$ cat src/rtl/nn_cfg_if.sv
// nn_cfg_if
// Configuration stream and per-layer configuration bus of the zyNet loader.
//   cfg_data/cfg_valid/cfg_ready : 32-bit word stream into the loader
//   weightValid/weightValue      : one-cycle weight strobe and word
//   biasValid/biasValue          : one-cycle bias strobe and word
//   config_layer_num/_neuron_num : target of the current strobe
// master = stream source / bus observer, slave = the loader.
interface nn_cfg_if;
   logic [31:0] cfg_data;
   logic        cfg_valid;
   logic        cfg_ready;
   logic        weightValid;
   logic        biasValid;
   logic [31:0] weightValue;
   logic [31:0] biasValue;
   logic [31:0] config_layer_num;
   logic [31:0] config_neuron_num;

   modport master (
      output cfg_data, cfg_valid,
      input  cfg_ready, weightValid, biasValid, weightValue, biasValue,
             config_layer_num, config_neuron_num
   );

   modport slave (
      input  cfg_data, cfg_valid,
      output cfg_ready, weightValid, biasValid, weightValue, biasValue,
             config_layer_num, config_neuron_num
   );
endinterface

$ cat src/rtl/nn_cfg_loader.sv
// nn_cfg_loader
// Sequences a flat stream of configuration words onto the 4-layer zyNet
// weight/bias bus: per layer, per neuron, NW weights then one bias.
// Ports:
//   s_axi_aclk, reset : clock, synchronous active-high reset
//   start, abort      : begin a load / cancel a load in progress
//   cfg (slave)       : word stream in, strobed configuration bus out
//   busy              : load in progress
//   cfg_done          : full load completed (level)
//   net_enable        : copy of cfg_done, gates inference upstream
//   words_loaded      : words accepted in the current load
module nn_cfg_loader #(
   parameter int L1_NN = 30, parameter int L1_NW = 784,
   parameter int L2_NN = 30, parameter int L2_NW = 30,
   parameter int L3_NN = 10, parameter int L3_NW = 30,
   parameter int L4_NN = 10, parameter int L4_NW = 10
) (
   input  logic        s_axi_aclk,
   input  logic        reset,
   input  logic        start,
   input  logic        abort,
   nn_cfg_if.slave     cfg,
   output logic        busy,
   output logic        cfg_done,
   output logic        net_enable,
   output logic [31:0] words_loaded
);

   typedef enum logic [1:0] {IDLE, LOAD_W, LOAD_B, DONE} state_t;

   state_t      state, state_nx;
   logic [2:0]  layer;
   logic [31:0] neuron;
   logic [31:0] windex;
   logic [31:0] nw_cur, nn_cur;
   logic        accept, start_ok, last_w, last_n;

   // shape of the layer currently being loaded
   always_comb begin
      nw_cur = 32'(L1_NW);
      nn_cur = 32'(L1_NN);
      case (layer)
         3'd2: begin nw_cur = 32'(L2_NW); nn_cur = 32'(L2_NN); end
         3'd3: begin nw_cur = 32'(L3_NW); nn_cur = 32'(L3_NN); end
         3'd4: begin nw_cur = 32'(L4_NW); nn_cur = 32'(L4_NN); end
         default: ;
      endcase
   end

   assign busy          = (state == LOAD_W) || (state == LOAD_B);
   // abort blocks the handshake so the word in the abort cycle is never taken
   assign cfg.cfg_ready = busy & ~abort;
   assign accept        = cfg.cfg_valid & cfg.cfg_ready;
   // start is honoured only when idle/done, and abort overrides it
   assign start_ok      = start & ~abort & ((state == IDLE) || (state == DONE));
   assign last_w        = (windex == nw_cur - 32'd1);
   assign last_n        = (neuron == nn_cur - 32'd1);
   assign cfg_done      = (state == DONE);
   assign net_enable    = cfg_done;

   always_ff @(posedge s_axi_aclk) begin
      if (reset) state <= IDLE;
      else       state <= state_nx;
   end

   always_comb begin
      state_nx = state;
      case (state)
         IDLE, DONE: if (start_ok) state_nx = LOAD_W;
         LOAD_W: begin
            if (abort)                 state_nx = IDLE;
            else if (accept && last_w) state_nx = LOAD_B;
         end
         LOAD_B: begin
            if (abort)       state_nx = IDLE;
            else if (accept) state_nx = (last_n && layer == 3'd4) ? DONE : LOAD_W;
         end
         default: state_nx = IDLE;
      endcase
   end

   // datapath: one register stage from accept to strobe
   always_ff @(posedge s_axi_aclk) begin
      if (reset) begin
         layer                 <= '0;
         neuron                <= '0;
         windex                <= '0;
         words_loaded          <= '0;
         cfg.weightValid       <= 1'b0;
         cfg.biasValid         <= 1'b0;
         cfg.weightValue       <= '0;
         cfg.biasValue         <= '0;
         cfg.config_layer_num  <= '0;
         cfg.config_neuron_num <= '0;
      end else begin
         cfg.weightValid <= 1'b0;
         cfg.biasValid   <= 1'b0;
         if (start_ok) begin
            layer        <= 3'd1;
            neuron       <= '0;
            windex       <= '0;
            words_loaded <= '0;
         end else if (accept) begin
            words_loaded          <= words_loaded + 32'd1;
            cfg.config_layer_num  <= {29'd0, layer};
            cfg.config_neuron_num <= neuron;
            if (state == LOAD_W) begin
               cfg.weightValid <= 1'b1;
               cfg.weightValue <= cfg.cfg_data;
               windex          <= windex + 32'd1;
            end else begin
               cfg.biasValid <= 1'b1;
               cfg.biasValue <= cfg.cfg_data;
               windex        <= '0;
               if (!last_n) begin
                  neuron <= neuron + 32'd1;
               end else if (layer != 3'd4) begin
                  layer  <= layer + 3'd1;
                  neuron <= '0;
               end
            end
         end
      end
   end

endmodule

$ cat src/flat_wrapper.sv
// flat-port wrapper written by rule: the top's interface ports become plain ports
module nn_cfg_loader_flat 
#(
   parameter int L1_NN = 30, parameter int L1_NW = 784,
   parameter int L2_NN = 30, parameter int L2_NW = 30,
   parameter int L3_NN = 10, parameter int L3_NW = 30,
   parameter int L4_NN = 10, parameter int L4_NW = 10
)
  (s_axi_aclk, reset, start, abort, busy, cfg_done, net_enable, words_loaded, cfg_cfg_data, cfg_cfg_valid, cfg_cfg_ready, cfg_weightValid, cfg_biasValid, cfg_weightValue, cfg_biasValue, cfg_config_layer_num, cfg_config_neuron_num);
  nn_cfg_if cfg_i ();
  input  logic s_axi_aclk;
  input  logic reset;
  input  logic start;
  input  logic abort;
  output logic busy;
  output logic cfg_done;
  output logic net_enable;
  output logic [31:0] words_loaded;
  input wire logic [$bits(cfg_i.cfg_data)-1:0] cfg_cfg_data;
  input wire logic [$bits(cfg_i.cfg_valid)-1:0] cfg_cfg_valid;
  output wire logic [$bits(cfg_i.cfg_ready)-1:0] cfg_cfg_ready;
  output wire logic [$bits(cfg_i.weightValid)-1:0] cfg_weightValid;
  output wire logic [$bits(cfg_i.biasValid)-1:0] cfg_biasValid;
  output wire logic [$bits(cfg_i.weightValue)-1:0] cfg_weightValue;
  output wire logic [$bits(cfg_i.biasValue)-1:0] cfg_biasValue;
  output wire logic [$bits(cfg_i.config_layer_num)-1:0] cfg_config_layer_num;
  output wire logic [$bits(cfg_i.config_neuron_num)-1:0] cfg_config_neuron_num;
  assign cfg_i.cfg_data = cfg_cfg_data;
  assign cfg_i.cfg_valid = cfg_cfg_valid;
  assign cfg_cfg_ready = cfg_i.cfg_ready;
  assign cfg_weightValid = cfg_i.weightValid;
  assign cfg_biasValid = cfg_i.biasValid;
  assign cfg_weightValue = cfg_i.weightValue;
  assign cfg_biasValue = cfg_i.biasValue;
  assign cfg_config_layer_num = cfg_i.config_layer_num;
  assign cfg_config_neuron_num = cfg_i.config_neuron_num;
  nn_cfg_loader #(.L1_NN(L1_NN), .L1_NW(L1_NW), .L2_NN(L2_NN), .L2_NW(L2_NW), .L3_NN(L3_NN), .L3_NW(L3_NW), .L4_NN(L4_NN), .L4_NW(L4_NW)) u_core (.s_axi_aclk(s_axi_aclk), .reset(reset), .start(start), .abort(abort), .cfg(cfg_i), .busy(busy), .cfg_done(cfg_done), .net_enable(net_enable), .words_loaded(words_loaded));
endmodule
$ cat config.mk
export PLATFORM = sky130hd
export DESIGN_NAME = nn_cfg_loader_flat
export DESIGN_NICKNAME = d
export VERILOG_FILES = /design/src/rtl/nn_cfg_if.sv /design/src/rtl/nn_cfg_loader.sv /design/src/flat_wrapper.sv
export SDC_FILE = /design/constraint.sdc
export NUM_CORES = 1
export LEC_CHECK = 0
export ABC_CLOCK_PERIOD_IN_PS = 3500
export CAP_MARGIN = 10
export CELL_PAD_IN_SITES_DETAIL_PLACEMENT = 1
export CELL_PAD_IN_SITES_GLOBAL_PLACEMENT = 1
export CORE_MARGIN = 2
export CORE_UTILIZATION = 37
export CTS_CLUSTER_SIZE = 25
export DETAILED_ROUTE_END_ITERATION = 8
export GPL_TIMING_DRIVEN = 0
export PLACE_DENSITY_LB_ADDON = 0.1
export SYNTH_ARGS = -nofsm -noshare
export SYNTH_HDL_FRONTEND = slang
export SYNTH_SLANG_ARGS = --single-unit
$ cat constraint.sdc
create_clock -name s_axi_aclk -period 3.5 [get_ports s_axi_aclk]
set_input_delay 0.35 -clock s_axi_aclk [delete_from_list [all_inputs] [get_ports s_axi_aclk]]
set_output_delay 0.35 -clock s_axi_aclk [all_outputs]
set_load 0.05 [all_outputs]
==> impl_metrics.toml <==
[grt]
antenna_found_initial = 0
gr-total-overflow = 0
grt_pass1_vias = 8091
grt_usage_pct = 20.9
grt_max_degree = 13
grt_first_pass_wirelength_microns = 42000

[worst_hold_path]
min_path_type = "in2reg"
min_path_cells = 3
holdPathEnd = "u_core.state[1]"
worstHoldStart = "reset"

[power]
combinationalPowerShare_pct = 9.4
max-vdd-ir-drop_mv = 0.319
p_per_area_nw_per_um2 = 459
finalPower_uw = 5410
p_sw_share_pct = 25.0
p_leak_uw = 0.00392
clkPwrFrac_pct = 47.3
seq_power_share_pct = 43.3
p_switching_uw = 1350
p_int_uw = 4050

[synth]
ys_ff_latch = 202
avgSynthCellArea_sq_um = 8.00
ys.flop_type = "dfxtp_1"
synth_async_sr_flop_share_pct = 0
yosysMostFrequentCell = "nand2_1"
synth_top_area_share_pct = 46.3
syn_inst = 1092
synth_area_sq_um = 8730
yosysUniqueCellTypes = 49
yosys.area.top_type = "dfxtp_1"
seq_area_frac_synth_pct = 46.3
synth.top_cells.by_count = "nand2_1, dfxtp_1, a21oi_1"
synth_edf_count = 0
ys_warn_count = 0
synth_area_leaders = "dfxtp_1, nand2_1, a21oi_1"

[drt]
avgRoutedWirePerCell_microns = 16.0
met1_length_microns = 11800
met2WireLength_microns = 12600
drtIter0Drc = 296
via_count = 8246
firstDrtPassIters = 4
drc = 0
wl_met3_microns = 1350
via_per_inst = 4.98
top_layer = "met4"
wl_microns = 26400
ant_nets = 0

[worst_setup_path]
r2r_end = "u_core.windex[30]"
cpPeakStageDelay_ns = 0.43
reg2reg_from = "u_core.state[0]"
startpoint_type = "flip-flop"
critPathMaxFanout = 10
worstPathArrival_ns = 3.49
critPathKind = "reg2reg"
reg2reg_slack_ns = 0.38
cp_common_cell = "nor2_1"
reg2regPathDepth = 10
critPathCaptureType = "flip-flop"
cp.required_ns = 3.87
path_cells = "inv_1 > ha_1 > clkbuf_1 > inv_1 > nor2_1 > nor2_1 > nand2_1 > clkbuf_1 > buf_1 > nor2_1"
cp_slowest_cell = "nor2_1"

[die]
core_area_sq_um = 23300
dieWidth_microns = 158
fp-row-count = 56
fp.dieH_microns = 158
dieArea_sq_um = 24800
initial_core_util_pct = 37.4
pin_count = 203

[sta]
drv_slew = 0
hold_viol = 0
fin_crit_sh_pct = 89.1
worstMarginPinSlew_ns = 0.748
relSlewSlack_pct = 49.8
fin_crit_ns = 3.12
max_freq_ghz = 0.321
setup_violations = 0
clock_skew_ns = 0.0271
rsz0062_at_grt = "false"
tns_ns = 0

[job]
cap_violations = 0

[clock_tree]
cts_setup_buffers = 0
ctsHoldBuffers = 0
cts_buffer_depth = 3
root_buffer = "clkbuf_16"
clk_pin_slew_ns = 0.06
cts_buffers = 24
htreeDepth = 1
clock-sinks = 202
cts_resized = 0
cts_tree = "done"
clk_latency_ns = 0.52

[cells_and_area]
fin_nets = 1366
fillCellCount = 2839
area_growth_pct = 34.9
num_antenna_cells = 0
drive_gt1_share_pct = 6.14

[placed_design]
gp_congestion = 0.801
portBuffers = 172
dp.final_hpwl_microns = 19100

[outcome]
status = "finished, final reports clean"
-- cell usage in the layout, fill, tap and decap left out, types with 25 or more instances in the layout --
| cell | synthesis | routed |
|---|---|---|
| xnor2_1 | 38 | 38 |
| clkbuf_1 | 52 | 57 |
| dfxtp_1 | 202 | 202 |
| nor2_1 | 93 | 93 |
| nand3_1 | 38 | 38 |
| conb_1 | 1 | 29 |
| clkdlybuf4s50_1 | 0 | 172 |
| nand2_1 | 237 | 237 |
| a21oi_1 | 129 | 129 |
| buf_4 | 30 | 30 |
| xor2_1 | 27 | 27 |
| nand4_1 | 26 | 26 |
| or3_1 | 25 | 25 |
-- power groups by stage --
stage / Combinational (uW) / Sequential [uW] / Clock (uW)
after floorplan: 265 / 2460 / 0
after global placement: 505 / 2390 / 0
after detailed placement: 508 / 2390 / 0
after CTS: 510 / 2340 / 2630
after global routing: 545 / 2340 / 2720
final: 507 / 2340 / 2560
-- per-stage QoR --
stage	hold slack, ns	area, sq um	instances	setup slack (ns)	util [%]
2_1_floorplan	0.458	8840	1120	0.920	-
3_3_place_gp	0.441	11000	1611	0.360	47.0
4_1_cts	0.348	11800	1655	0.310	50.5
6_report	0.358	11800	1655	0.382	50.5
5_1_grt	0.413	11800	1655	0.0145	50.5
3_5_place_dp	0.446	11000	1611	0.341	47.0
-- critical path: cells and delay by family (launching register included) --
family	cells	cell delay, ns
adder cells (fa/ha/maj)	1	0.30
buffers and inverters	5	1.37
flip-flops	1	0.36
AND/OR/NAND/NOR	4	0.94
-- layer usage --
layer / vias up / GRT usage, %
li1: 4101 / -
met1: 3963 / 26.5
met2: 146 / 35.5
met3: 36 / 5.06
met4: 0 / 5.15
met5: - / 0
-- cell families after synthesis --
| logic type | Yosys count | share of synthesized area [%] |
|---|---|---|
| other cells | 1 | 0.0429 |
| mux | 6 | 0.688 |
| fa+ha+maj | 11 | 1.58 |
| flops | 202 | 46.3 |
| compound gates | 167 | 10.2 |
| xor+xnor | 65 | 6.52 |
| buf+inv | 111 | 6.10 |
| simple gates | 529 | 28.6 |
-- flip-flops by register name (all words and copies together), names as in the netlist --
register	cells
u_core.layer	3
u_core.cfg.weightValid	1
u_core.cfg.config_neuron_num	32
u_core.words_loaded	32
u_core.neuron	32
u_core.state	2
u_core.windex	32
u_core.cfg.config_layer_num	3
u_core.cfg.biasValid	1
u_core.cfg.biasValue	32
u_core.cfg.weightValue	32
-- final cells by class --
class	instances	area [sq um]	area share (%)
timing repair buffer	172	1720	14.6
buffer	91	458	3.89
sequential	202	4040	34.3
clock buffer	37	729	6.19
clock inverter	7	96.3	0.817
inverter	20	75.1	0.637
multi-input combinational	807	4260	36.2
tap	319	399	3.39
-- how the worst max path moves through the flow --
stage	startpoint	end	slack [ns]	cells after the start
finish	u_core.state[0]	u_core.windex[30]	0.38	10
global route	u_core.state[0]	u_core.windex[30]	0.01	10
CTS	u_core.state[0]	u_core.windex[30]	0.31	10
detailed placement	u_core.state[0]	u_core.windex[30]	0.34	10
global placement	cfg_cfg_valid	u_core.windex[4]	0.36	7
floorplan	u_core.words_loaded[5]	u_core.words_loaded[25]	0.92	7
(Power assumes the default switching activity.)
